===== config.mk =====
export PLATFORM = sky130hd
export DESIGN_NAME = aging_priority_selection
export DESIGN_NICKNAME = d
export VERILOG_FILES = /design/src/rtl/aging_priority_pkg.sv /design/src/rtl/priority_msb_encoder.sv /design/src/rtl/aging_priority_selection.sv
export SDC_FILE = /design/constraint.sdc
export NUM_CORES = 1
export LEC_CHECK = 0
export CAP_MARGIN = 20
export CELL_PAD_IN_SITES_DETAIL_PLACEMENT = 1
export CELL_PAD_IN_SITES_GLOBAL_PLACEMENT = 1
export CORE_AREA = 2 2 240 242
export CTS_CLUSTER_DIAMETER = 100
export DETAILED_ROUTE_END_ITERATION = 16
export DIE_AREA = 0 0 242 244
export HOLD_SLACK_MARGIN = 0.03
export PLACE_DENSITY = 0.79
export SYNTH_ARGS = -nofsm -noshare
export SYNTH_HDL_FRONTEND = slang
export SYNTH_HIERARCHICAL = 1
export SYNTH_SLANG_ARGS = --single-unit

===== constraint.sdc =====
create_clock -name i_clk -period 7.6 [get_ports i_clk]
set_input_delay 0.76 -clock i_clk [delete_from_list [all_inputs] [get_ports i_clk]]
set_output_delay 0.76 -clock i_clk [all_outputs]
set_load 0.01 [all_outputs]

===== src/rtl/aging_priority_pkg.sv =====
// Shared types and constants for the aging priority-level selector.
package aging_priority_pkg;

  localparam int DEF_AGE_W     = 8;
  localparam int DEF_AGE_LIMIT = 64;

  function automatic int clog2(input int value);
    int result;
    result = 0;
    for (int i = 0; i < 31; i++) begin
      if ((32'sd1 <<< i) < value) begin
        result = i + 1;
      end else begin
        result = result;
      end
    end
    return result;
  endfunction

  typedef enum logic [0:0] {
    S_IDLE = 1'b0,
    S_REQ  = 1'b1
  } state_e;

endpackage


===== src/rtl/priority_msb_encoder.sv =====
// Reports whether any bit of a vector is set and the index of the highest set bit.
module priority_msb_encoder #(
  parameter int W     = 8,
  parameter int IDX_W = 3
) (
  input  logic [W-1:0]     i_vec,
  output logic             o_any,
  output logic [IDX_W-1:0] o_idx
);

  // Later (higher) indices overwrite earlier ones, leaving the MSB position.
  always_comb begin
    o_any = |i_vec;
    o_idx = '0;
    for (int i = 0; i < W; i++) begin
      o_idx = i_vec[i] ? IDX_W'(i) : o_idx;
    end
  end

endmodule


===== src/rtl/aging_priority_selection.sv =====
// Per-input priority-level selector: picks one level per slot, with aging promotion
// of starved levels, and holds the registered request until grant or next slot.
module aging_priority_selection
  import aging_priority_pkg::*;
#(
  parameter int N         = 24,
  parameter int P         = 8,
  parameter int AGE_W     = DEF_AGE_W,
  parameter int AGE_LIMIT = DEF_AGE_LIMIT,
  parameter int AGING_EN  = 1,
  localparam int LVL_W    = (clog2(P) > 0) ? clog2(P) : 1
) (
  input  logic             i_clk,
  input  logic             i_rst_n,
  input  logic [N*P-1:0]   i_empty,
  input  logic [N*P-1:0]   i_priority,
  input  logic             i_input_idle,
  input  logic [N-1:0]     i_output_idle,
  input  logic             i_slot_start,
  input  logic             i_grant_valid,
  output logic             o_req_valid,
  output logic [P*N-1:0]   o_p_o,
  output logic [LVL_W-1:0] o_sel_level,
  output logic             o_promoted
);

  state_e             state_q, state_d;
  logic               req_valid_q, req_valid_d;
  logic [P*N-1:0]     p_o_q, p_o_d;
  logic [LVL_W-1:0]   sel_level_q, sel_level_d;
  logic               promoted_q, promoted_d;
  logic [AGE_W-1:0]   age_q [P];
  logic [AGE_W-1:0]   age_d [P];
  logic [AGE_W-1:0]   age_eval_s [P];

  logic [P-1:0]       elig_s;
  logic [P-1:0]       starved_s;
  logic               any_elig_s, any_starved_s;
  logic [LVL_W-1:0]   elig_idx_s, starved_idx_s, sel_lvl_s;
  logic [N-1:0]       req_vec_s;

  // Level eligibility and starvation from the current VOQ state and ages.
  always_comb begin
    for (int i = 0; i < P; i++) begin
      logic acc;
      acc = 1'b0;
      for (int j = 0; j < N; j++) begin
        acc = acc | (~i_empty[j*P+i] & i_output_idle[j]);
      end
      elig_s[i]    = acc;
      starved_s[i] = (AGING_EN != 0) && (age_q[i] >= AGE_W'(AGE_LIMIT));
    end
  end

  priority_msb_encoder #(.W(P), .IDX_W(LVL_W)) u_elig_enc (
    .i_vec (elig_s),
    .o_any (any_elig_s),
    .o_idx (elig_idx_s)
  );

  priority_msb_encoder #(.W(P), .IDX_W(LVL_W)) u_starved_enc (
    .i_vec (starved_s),
    .o_any (any_starved_s),
    .o_idx (starved_idx_s)
  );

  assign sel_lvl_s = any_starved_s ? starved_idx_s : elig_idx_s;

  // Request vector at the chosen level and the ages that follow a successful evaluation.
  always_comb begin
    for (int j = 0; j < N; j++) begin
      req_vec_s[j] = i_output_idle[j] & i_priority[j*P + int'(sel_lvl_s)];
    end
    for (int i = 0; i < P; i++) begin
      if (AGING_EN == 0) begin
        age_eval_s[i] = '0;
      end else if (LVL_W'(i) == sel_lvl_s) begin
        age_eval_s[i] = '0;
      end else if (elig_s[i]) begin
        age_eval_s[i] = (age_q[i] == {AGE_W{1'b1}}) ? age_q[i] : age_q[i] + AGE_W'(1);
      end else begin
        age_eval_s[i] = '0;
      end
    end
  end

  // Next-state logic: slot evaluation takes precedence over a grant.
  always_comb begin
    state_d     = state_q;
    req_valid_d = req_valid_q;
    p_o_d       = p_o_q;
    sel_level_d = sel_level_q;
    promoted_d  = promoted_q;
    age_d       = age_q;
    if (i_slot_start) begin
      if (i_input_idle && any_elig_s) begin
        p_o_d                          = '0;
        p_o_d[int'(sel_lvl_s)*N +: N]  = req_vec_s;
        req_valid_d                    = |req_vec_s;
        sel_level_d                    = sel_lvl_s;
        promoted_d                     = any_starved_s;
        state_d                        = (|req_vec_s) ? S_REQ : S_IDLE;
        age_d                          = age_eval_s;
      end else if (i_input_idle) begin
        p_o_d       = '0;
        req_valid_d = 1'b0;
        state_d     = S_IDLE;
        for (int i = 0; i < P; i++) begin
          age_d[i] = '0;
        end
      end else begin
        p_o_d       = '0;
        req_valid_d = 1'b0;
        state_d     = S_IDLE;
      end
    end else begin
      case (state_q)
        S_REQ: begin
          if (i_grant_valid) begin
            p_o_d       = '0;
            req_valid_d = 1'b0;
            state_d     = S_IDLE;
          end else begin
            state_d = S_REQ;
          end
        end
        S_IDLE: begin
          state_d = S_IDLE;
        end
        default: begin
          p_o_d       = '0;
          req_valid_d = 1'b0;
          state_d     = S_IDLE;
        end
      endcase
    end
  end

  // State, ages and registered outputs.
  always_ff @(posedge i_clk or negedge i_rst_n) begin
    if (!i_rst_n) begin
      state_q     <= S_IDLE;
      req_valid_q <= 1'b0;
      p_o_q       <= '0;
      sel_level_q <= '0;
      promoted_q  <= 1'b0;
      for (int i = 0; i < P; i++) begin
        age_q[i] <= '0;
      end
    end else begin
      state_q     <= state_d;
      req_valid_q <= req_valid_d;
      p_o_q       <= p_o_d;
      sel_level_q <= sel_level_d;
      promoted_q  <= promoted_d;
      for (int i = 0; i < P; i++) begin
        age_q[i] <= age_d[i];
      end
    end
  end

  assign o_req_valid = req_valid_q;
  assign o_p_o       = p_o_q;
  assign o_sel_level = sel_level_q;
  assign o_promoted  = promoted_q;

endmodule

==> reports/metrics.sh, run 1 <==
WORST_EP_REQUIRED_TIME_NS=8.11
P_INT_mW=2.68
SYNTH.NET_COUNT=2207
FINALCRITPERIODSHARE=0.881
CRIT_CHAIN='clkdlybuf4s50_1 > inv_1 > o22ai_1 > nor4_1 > nor4bb_1 > nand2_1 > nor2_1 > o31ai_1 > buf_4 > mux2i_4 > clkinv_2 > ha_1 > fa_1 > xnor2_2 > nor3_1 > ha_1 > inv_1 > nor2_1 > nand2_1 > nor2_1 > o22ai_1 > nor2_1 > a22o_1'
TIMING.CRITICAL_PATH.TO_TYPE='flop'
TOP_SIGNAL_LAYER_USED='met5'
TRITONCTS_CLOCK_TREE='built'
CLK_ROOT_BUFFER_CELL='clkbuf_16'
MET2WIRELENGTH_UM=45500
HOLD_PATH.CLASS='input port to asynchronous set/reset pin'
TOTAL_POWER_mW=3.73
RELATIVE_SLEW_SLACK=0.267
DIE_H_UM=244
LAYOUT_MIN_CYCLE_TIME_NS=6.70
SYN_INST=1777
DRTANTENNAVIOLNETS=0
CRITPATHKIND='input port to flop'
POWER.SHARE.SEQUENTIAL=0.406
CRITICAL_PATH.N_BUFFERS_INVERTERS=5
DR.FIRST_ITER.DRC_COUNT=1285
GRT_USE_TOTAL=0.303
WORSTSETUPSTARTPOINTTYPE='input port'
VIAS_PER_CELL=5.66
INITIAL_UTILIZATION=0.276
FINAL-MAX-SLEW-VIOLATION-COUNT=0
POWER_PER_CELL_AREA_nW_PER_UM2=158
NUMBER_OF_ANTENNA_VIOLATIONS_AT_THE_FIRST_CHECK_IN_GLOBAL_ROUTING=6
SYNTH_LARGEST_TYPE_AREA_FRACTION=0.423
CRITPATHMAXFANOUT=8
FIRST_GLOBAL_VIAS=19500
IR_DROP_mV=0.165
ROUTE.DETAILED.DRC=0
MAXCLOCKFREQUENCY_MHz=149
CLOCK_TREE.HTREE_LEVEL_COUNT=1
FINAL_TNS_SETUP_NS=0
FLOORPLAN.IO_PINS=610
SYNTH.AREA.TOP_CELLS='dfrtp_1 (42%), nand2_1 (8.1%), nor2_1 (4.0%)'
SYN_AREA_UM2=15500
WL_MET3_UM=7280
TOTAL_SWITCHING_POWER_mW=1.05
DISTINCT_CELL_TYPE_COUNT_AFTER_SYNTHESIS=92
SYNTHMOSTINSTANTIATEDCELL='nand2_1'
SYNTH_WARNINGS=6
FINAL_CORE_UTILIZATION=0.420
ROWS=87
SYN_AREA_PER_CELL_UM2=8.72
FINAL_CELLS=3166
WIRE_LENGTH_OF_THE_FIRST_GLOBAL_ROUTING_PASS_UM=133000
AREA_GROWTH_SYN_TO_LAYOUT_PCT=52.3
FINAL.SETUP.WORST_SLACK_NS=0.902
FINALWIRELENGTH_UM=92500
FIN_NETS=2813
SEQUENTIAL_FRACTION_OF_THE_SYNTHESIS_AREA=0.423
PWR-SHARE-COMB=0.186
RSZ0062_AT_GRT='false'
CLOCK-SINKS=262
DETAIL_ROUTE.WL_PER_CELL_UM=29.2
SETUP-VIOLATIONS-FINAL=0
TOTAL_GR_OVERFLOW=0
CTS-ROOT-TO-SINK-BUFFERS=3
SYNTH_COMMON_CELLS='nand2_1 (336), dfrtp_1 (262), nor2_1 (165), o21ai_0 (105), o22ai_1 (91)'
SYNTH_ENABLE_FLOP_CELLS=0
M1WIRELENGTH_UM=34700
CTS_SETUP_BUFFERS=0
CHIPWIDTH_UM=242
NUM-FILL-CELLS=6553
FINALHOLDVIOLCOUNT=0
YOSYS_MOST_USED_DFF='dfrtp_1'
DRT_FIRST_PASS_ITERS=5
SLOWEST_DELAY_NS=0.55
ASYNCSETRESETFLOPFRACSYNTH=1.00
STATUS='finished clean'
CORE_AREA_UM2=56200
POWER_LEAKAGE_nW=9.50
CTS.CLK_SLEW.WORST_PATHS_NS=0.06
LAYOUT_CELLS_SIZED_ABOVE_1=0.0715
CLKLATENCYLATEPIN_NS=0.57
PRE_CTS_SLACK_NS=0.554
AREA_LEADER_NETLIST='dfrtp_1'
CRITICAL-PATH-SLOWEST-CELL='nor4bb_1'
TIMING.CRITICAL_PATH.MODE_CELL='nor2_1'
PLACEDCELLCOUNT=3107
VIAS=17900
POWER.SHARE.SWITCHING=0.280
NUMBER_OF_BUFFERS_CREATED_BY_CTS=30
AREA_OF_THE_DIE_UM2=59000
PLACE_CONGESTION=1.02
PATH_DELAY_FAMILY='simple AND/OR/NAND/NOR gates'
MAX_CAP_VIOL_COUNT=0
PLACEMENT.IO_BUFFERS=609
DP.FINAL_HPWL_UM=73700
YS_FF_LATCH=262
SKEW_NS=0.00987
CTSRESIZECOUNT=0
POST_CTS_HOLD_FIX_BUFS=0
POWER.SHARE.CLOCK=0.408
TIGHTESTPINTRANSITION_NS=1.10
TIMING.CRITICAL_PATH.ARRIVAL_NS=7.20
GRT_START_MAX_NET_PINS=197
## routing by layer
metal  vias up  track usage
li1       7759            -
met3       221       0.0640
met1      8995        0.347
met4         6        0.145
met5         -            0
met2       942        0.538
## flip-flops by register name, indices dropped and copies added (netlist names)
register	count
o_promoted	1
o_p_o	192
o_req_valid	1
age_q	64
o_sel_level	3
state_q	1
## cell usage in the layout (no fill, tap or decap), types with 12 or more instances in the layout
master           netlist  layout
clkdlybuf4s50_1        0     608
nand2_1              336     336
dfrtp_1              262     262
nor2_1               165     165
o21ai_0              105     105
o22ai_1               91      91
nand3_1               66      66
o221ai_1              56      56
a21oi_1               53      52
nand2b_1              50      50
inv_1                 45      45
buf_4                  4      45
a22o_1                36      36
nand4_1               33      33
mux2i_1               30      30
clkbuf_16              0      30
o21ai_1               28      28
xor2_1                24      24
xnor2_1               23      23
nor3_1                21      21
a32oi_1               18      18
a32o_1                17      17
nor4_1                17      16
ha_1                  16      16
or2_2                 12      12
a211oi_1              12      12
## power groups by stage
stage | clock [mW] | combinational [mW] | sequential [mW]
6_report | 1.52 | 0.693 | 1.51
5_1_grt | 1.60 | 0.737 | 1.52
4_1_cts | 1.54 | 0.689 | 1.51
3_5_place_dp | 0 | 0.683 | 1.54
3_3_place_gp | 0 | 0.661 | 1.53
2_1_floorplan | 0 | 0.245 | 1.53
## kinds of logic after synthesis
| family | count (synthesis) | share of synthesized area |
|---|---|---|
| simple gates | 751 | 0.222 |
| compound gates | 517 | 0.235 |
| flops | 262 | 0.423 |
| buf+inv | 135 | 0.0391 |
| xor+xnor | 50 | 0.0297 |
| mux | 45 | 0.0361 |
| fa+ha+maj | 17 | 0.0142 |
## final timing paths
check                                         endpoint             startpoint  slack [ns]  cells past startpoint
worst max-delay path             o_p_o[14]$_DFFE_PN0P_      i_output_idle[14]        0.90                     23
worst min-delay path             o_p_o[69]$_DFFE_PN0P_                i_rst_n        0.31                      1
worst max register to register   o_p_o[14]$_DFFE_PN0P_  age_q[14]$_DFFE_PN0P_        2.03                     18
worst min register to register    o_p_o[3]$_DFFE_PN0P_   o_p_o[3]$_DFFE_PN0P_        0.48                      2
max in group asynchronous       o_p_o[109]$_DFFE_PN0P_                i_rst_n        5.68                      2
min in group i_clk                o_p_o[3]$_DFFE_PN0P_   o_p_o[3]$_DFFE_PN0P_        0.48                      2
## cell type report
cell class                 count  area, µm²  area share
multi-input combinational   1380       8380       0.355
sequential                   262       6560       0.278
timing repair buffer         655       6460       0.274
tap                          756        946      0.0401
clock buffer                  38        811      0.0344
clock inverter                18        226     0.00960
inverter                      54        206     0.00875
antenna                        3       7.51    0.000318
## stage by stage
step / hold WS, ns / cell area, µm²
after floorplan: 0.464 / 15500
after global placement: 0.460 / 22500
after detailed placement: 0.470 / 22500
after CTS: 0.376 / 23600
after global routing: 0.399 / 23600
final: 0.310 / 23600
No activity file was read; power rests on OpenSTA's default activity.
==> run 2: changes to the inputs <==
--- a/config.mk
+++ b/config.mk
@@ -5,16 +5,16 @@
 export SDC_FILE = /design/constraint.sdc
 export NUM_CORES = 1
 export LEC_CHECK = 0
+export ABC_CLOCK_PERIOD_IN_PS = 8150
 export CAP_MARGIN = 20
 export CELL_PAD_IN_SITES_DETAIL_PLACEMENT = 1
 export CELL_PAD_IN_SITES_GLOBAL_PLACEMENT = 1
-export CORE_AREA = 2 2 240 242
+export CORE_AREA = 2 2 235 237
 export CTS_CLUSTER_DIAMETER = 100
 export DETAILED_ROUTE_END_ITERATION = 16
-export DIE_AREA = 0 0 242 244
+export DIE_AREA = 0 0 237 239
 export HOLD_SLACK_MARGIN = 0.03
-export PLACE_DENSITY = 0.79
+export PLACE_DENSITY = 0.85
 export SYNTH_ARGS = -nofsm -noshare
 export SYNTH_HDL_FRONTEND = slang
-export SYNTH_HIERARCHICAL = 1
 export SYNTH_SLANG_ARGS = --single-unit
==> constraint.sdc (replaced) <==
create_clock -name i_clk -period 8.15 [get_ports i_clk]
set_input_delay 0.815 -clock i_clk [delete_from_list [all_inputs] [get_ports i_clk]]
set_output_delay 0.815 -clock i_clk [all_outputs]
set_load 0.01 [all_outputs]
==> reports/metrics.sh, run 2 <==
DRT_FIRST_PASS_ITERS=5
RELATIVE_SLEW_SLACK=0.233
SKEW_NS=0.0206
FINALHOLDVIOLCOUNT=0
MAX_CAP_VIOL_COUNT=0
LAYOUT_MIN_CYCLE_TIME_NS=6.78
TIMING.CRITICAL_PATH.MODE_CELL='a21oi_1'
FLOORPLAN.IO_PINS=610
FIRST_GLOBAL_VIAS=21000
PLACEDCELLCOUNT=3209
CTS.CLK_SLEW.WORST_PATHS_NS=0.06
SYN_AREA_PER_CELL_UM2=8.44
WORST_EP_REQUIRED_TIME_NS=8.67
RSZ0062_AT_GRT='false'
FIN_NETS=2969
SYNTH_ENABLE_FLOP_CELLS=0
FINAL_TNS_SETUP_NS=0
AREA_OF_THE_DIE_UM2=56600
RRSETUPSLACK_NS=2.04
CRITPATHKIND='input port to flop'
CHIPWIDTH_UM=237
CRIT_CELLS=20
DIE_H_UM=239
MAXCLOCKFREQUENCY_MHz=148
TOTAL_POWER_mW=3.44
LAYOUT_CELLS_SIZED_ABOVE_1=0.0640
FINAL_CORE_UTILIZATION=0.453
MOST-COMMON-LAYOUT-CELLS='clkdlybuf4s50_1 (608), nand2_1 (300), dfrtp_1 (262)'
FINALCRITPERIODSHARE=0.832
SYNTHMOSTINSTANTIATEDCELL='nand2_1'
YOSYS_MOST_USED_DFF='dfrtp_1'
SYN_AREA_UM2=16700
CLOCK-SINKS=262
AREA_GROWTH_SYN_TO_LAYOUT_PCT=47.5
SYNTH.NET_COUNT=2408
IR_DROP_mV=0.0907
DP.FINAL_HPWL_UM=77400
CLKLATENCYLATEPIN_NS=0.59
DPL-INSTANCE-AREA_UM2=23500
VIAS=20000
CRIT_CHAIN='clkdlybuf4s50_1 > nand2b_1 > o2111ai_1 > nor4_1 > nand4_1 > a211oi_4 > nor2_4 > ha_1 > a21oi_1 > inv_1 > a21oi_1 > nor2_2 > and3_1 > ha_1 > nand2_1 > a21oi_1 > and2_1 > nand2_1 > nor2_1 > a22o_1'
POWER_LEAKAGE_nW=9.71
DESTINATION_OF_THE_WORST_REGISTER_TO_REGISTER_TIMING_PATH='o_p_o[96]$_DFFE_PN0P_'
CLOCK_TREE.HTREE_LEVEL_COUNT=1
FINALWIRELENGTH_UM=98300
NUMBER_OF_ANTENNA_VIOLATIONS_AT_THE_FIRST_CHECK_IN_GLOBAL_ROUTING=13
STATUS='finished clean'
NUMBER_OF_BUFFERS_CREATED_BY_CTS=30
PLACEMENT.IO_BUFFERS=609
FINISH.INSTANCE_AREA_UM2=24600
SYNTH_LARGEST_TYPE_AREA_FRACTION=0.393
CORE_AREA_UM2=54300
ASYNCSETRESETFLOPFRACSYNTH=1.00
FINAL_COMMON_CELL='clkdlybuf4s50_1'
PRE_CTS_SLACK_NS=0.972
ROUTE.DETAILED.DRC=0
SEQUENTIAL_FRACTION_OF_THE_SYNTHESIS_AREA=0.393
TOTAL_GR_OVERFLOW=0
TRITONCTS_CLOCK_TREE='built'
HOLD_PATH.CLASS='input port to asynchronous set/reset pin'
SLOWEST_DELAY_NS=0.70
ROWS=86
REG_TO_REG_STARTPOINT='age_q[54]$_DFFE_PN0P_'
GRT_START_MAX_NET_PINS=156
TIMING.CRITICAL_PATH.ARRIVAL_NS=7.30
FINAL-MAX-SLEW-VIOLATION-COUNT=0
TIMING.CRITICAL_PATH.FROM='i_empty[171]'
SYNTH_WARNINGS=0
SYNTH_COMMON_CELLS='nand2_1 (301), dfrtp_1 (262), o21ai_0 (169), nand2b_1 (111), nor2_1 (99)'
VIAS_PER_CELL=6.10
SETUP-VIOLATIONS-FINAL=0
LARGEST_REGISTER_FFS=192
DRTANTENNAVIOLNETS=0
INITIAL_UTILIZATION=0.307
DETAIL_ROUTE.WL_PER_CELL_UM=30.0
SYNTH.AREA.TOP_CELLS='dfrtp_1 (39%), nand2_1 (6.8%), o21ai_0 (5.1%)'
DR.FIRST_ITER.DRC_COUNT=2113
CRITPATHMAXFANOUT=10
CRITICAL-PATH-SLOWEST-CELL='clkdlybuf4s50_1'
WORSTSETUPENDPOINT='o_p_o[96]$_DFFE_PN0P_'
PATH_DELAY_FAMILY='simple AND/OR/NAND/NOR gates'
CTS-ROOT-TO-SINK-BUFFERS=3
CTS_SETUP_BUFFERS=0
DISTINCT_CELL_TYPE_COUNT_AFTER_SYNTHESIS=99
GRT_USE_TOTAL=0.338
WORST-R2R-CELL-COUNT=18
TIMING.CRITICAL_PATH.TO_TYPE='flop'
POWER_PER_CELL_AREA_nW_PER_UM2=140
POST_CTS_HOLD_FIX_BUFS=0
CRITICAL_PATH.N_BUFFERS_INVERTERS=2
CTSRESIZECOUNT=0
YS_FF_LATCH=262
SYN_INST=1978
FINAL.SETUP.WORST_SLACK_NS=1.37
WIRE_LENGTH_OF_THE_FIRST_GLOBAL_ROUTING_PASS_UM=142000
HOLD-WORST-SLACK_NS=0.244
AREA_LEADER_NETLIST='dfrtp_1'
FINAL_CELLS=3283
TIGHTESTPINTRANSITION_NS=1.15
CLK_ROOT_BUFFER_CELL='clkbuf_16'
WORSTSETUPSTARTPOINTTYPE='input port'
PLACE_CONGESTION=1.03
==> run 2: cell type report <==
class | count | area [µm²]
Antenna cell | 16 | 40.0
Clock buffer | 42 | 856
Clock inverter | 14 | 223
Fill cell | 6283 | 29700
Inverter | 49 | 193
Multi-Input combinational cell | 1543 | 9390
Sequential cell | 262 | 6560
Tap cell | 704 | 881
Timing Repair Buffer | 653 | 6480
==> run 2: logic make-up (layout without fill, tap and decap cells) <==
| logic type | Yosys count | in the layout | synth area share |
|---|---|---|---|
| AOI/OAI and AO/OA | 679 | 679 | 0.280 |
| adders and majority gates | 17 | 17 | 0.0127 |
| muxes | 26 | 26 | 0.0161 |
| xor gates and xnor gates | 14 | 14 | 0.00735 |
| and+or+nand+nor | 807 | 807 | 0.245 |
| DFF | 262 | 262 | 0.393 |
| other | 0 | 16 | 0 |
| buffers and inverters | 173 | 758 | 0.0457 |
==> run 2: where the power goes <==
| part | switching (mW) | leakage (nW) | internal, mW | total [mW] |
|---|---|---|---|---|
| logic | 0.320 | 5.57 | 0.284 | 0.604 |
| registers | 0.0239 | 3.62 | 1.33 | 1.35 |
| clock network | 0.587 | 0.523 | 0.894 | 1.48 |
| total | 0.932 | 9.71 | 2.50 | 3.44 |
==> run 2: worst min path at each step <==
stage | start | to | slack [ns] | cells after the start
2_1_floorplan | age_q[35]$_DFFE_PN0P_ | age_q[35]$_DFFE_PN0P_ | 0.45 | 1
3_3_place_gp | o_req_valid$_DFFE_PN0P_ | o_req_valid$_DFFE_PN0P_ | 0.46 | 1
3_5_place_dp | o_p_o[187]$_DFFE_PN0P_ | o_p_o[187]$_DFFE_PN0P_ | 0.47 | 2
4_1_cts | i_rst_n | o_p_o[122]$_DFFE_PN0P_ | 0.28 | 1
5_1_grt | i_rst_n | o_p_o[123]$_DFFE_PN0P_ | 0.32 | 1
6_report | i_rst_n | o_p_o[123]$_DFFE_PN0P_ | 0.24 | 1
==> run 2: routing by layer <==
layer	wire length, µm	up-vias	GRT usage
met3	8230	269	0.0636
met2	48000	1221	0.588
met4	6250	0	0.201
met1	35800	9977	0.387
met5	0	-	0
li1	-	8565	-
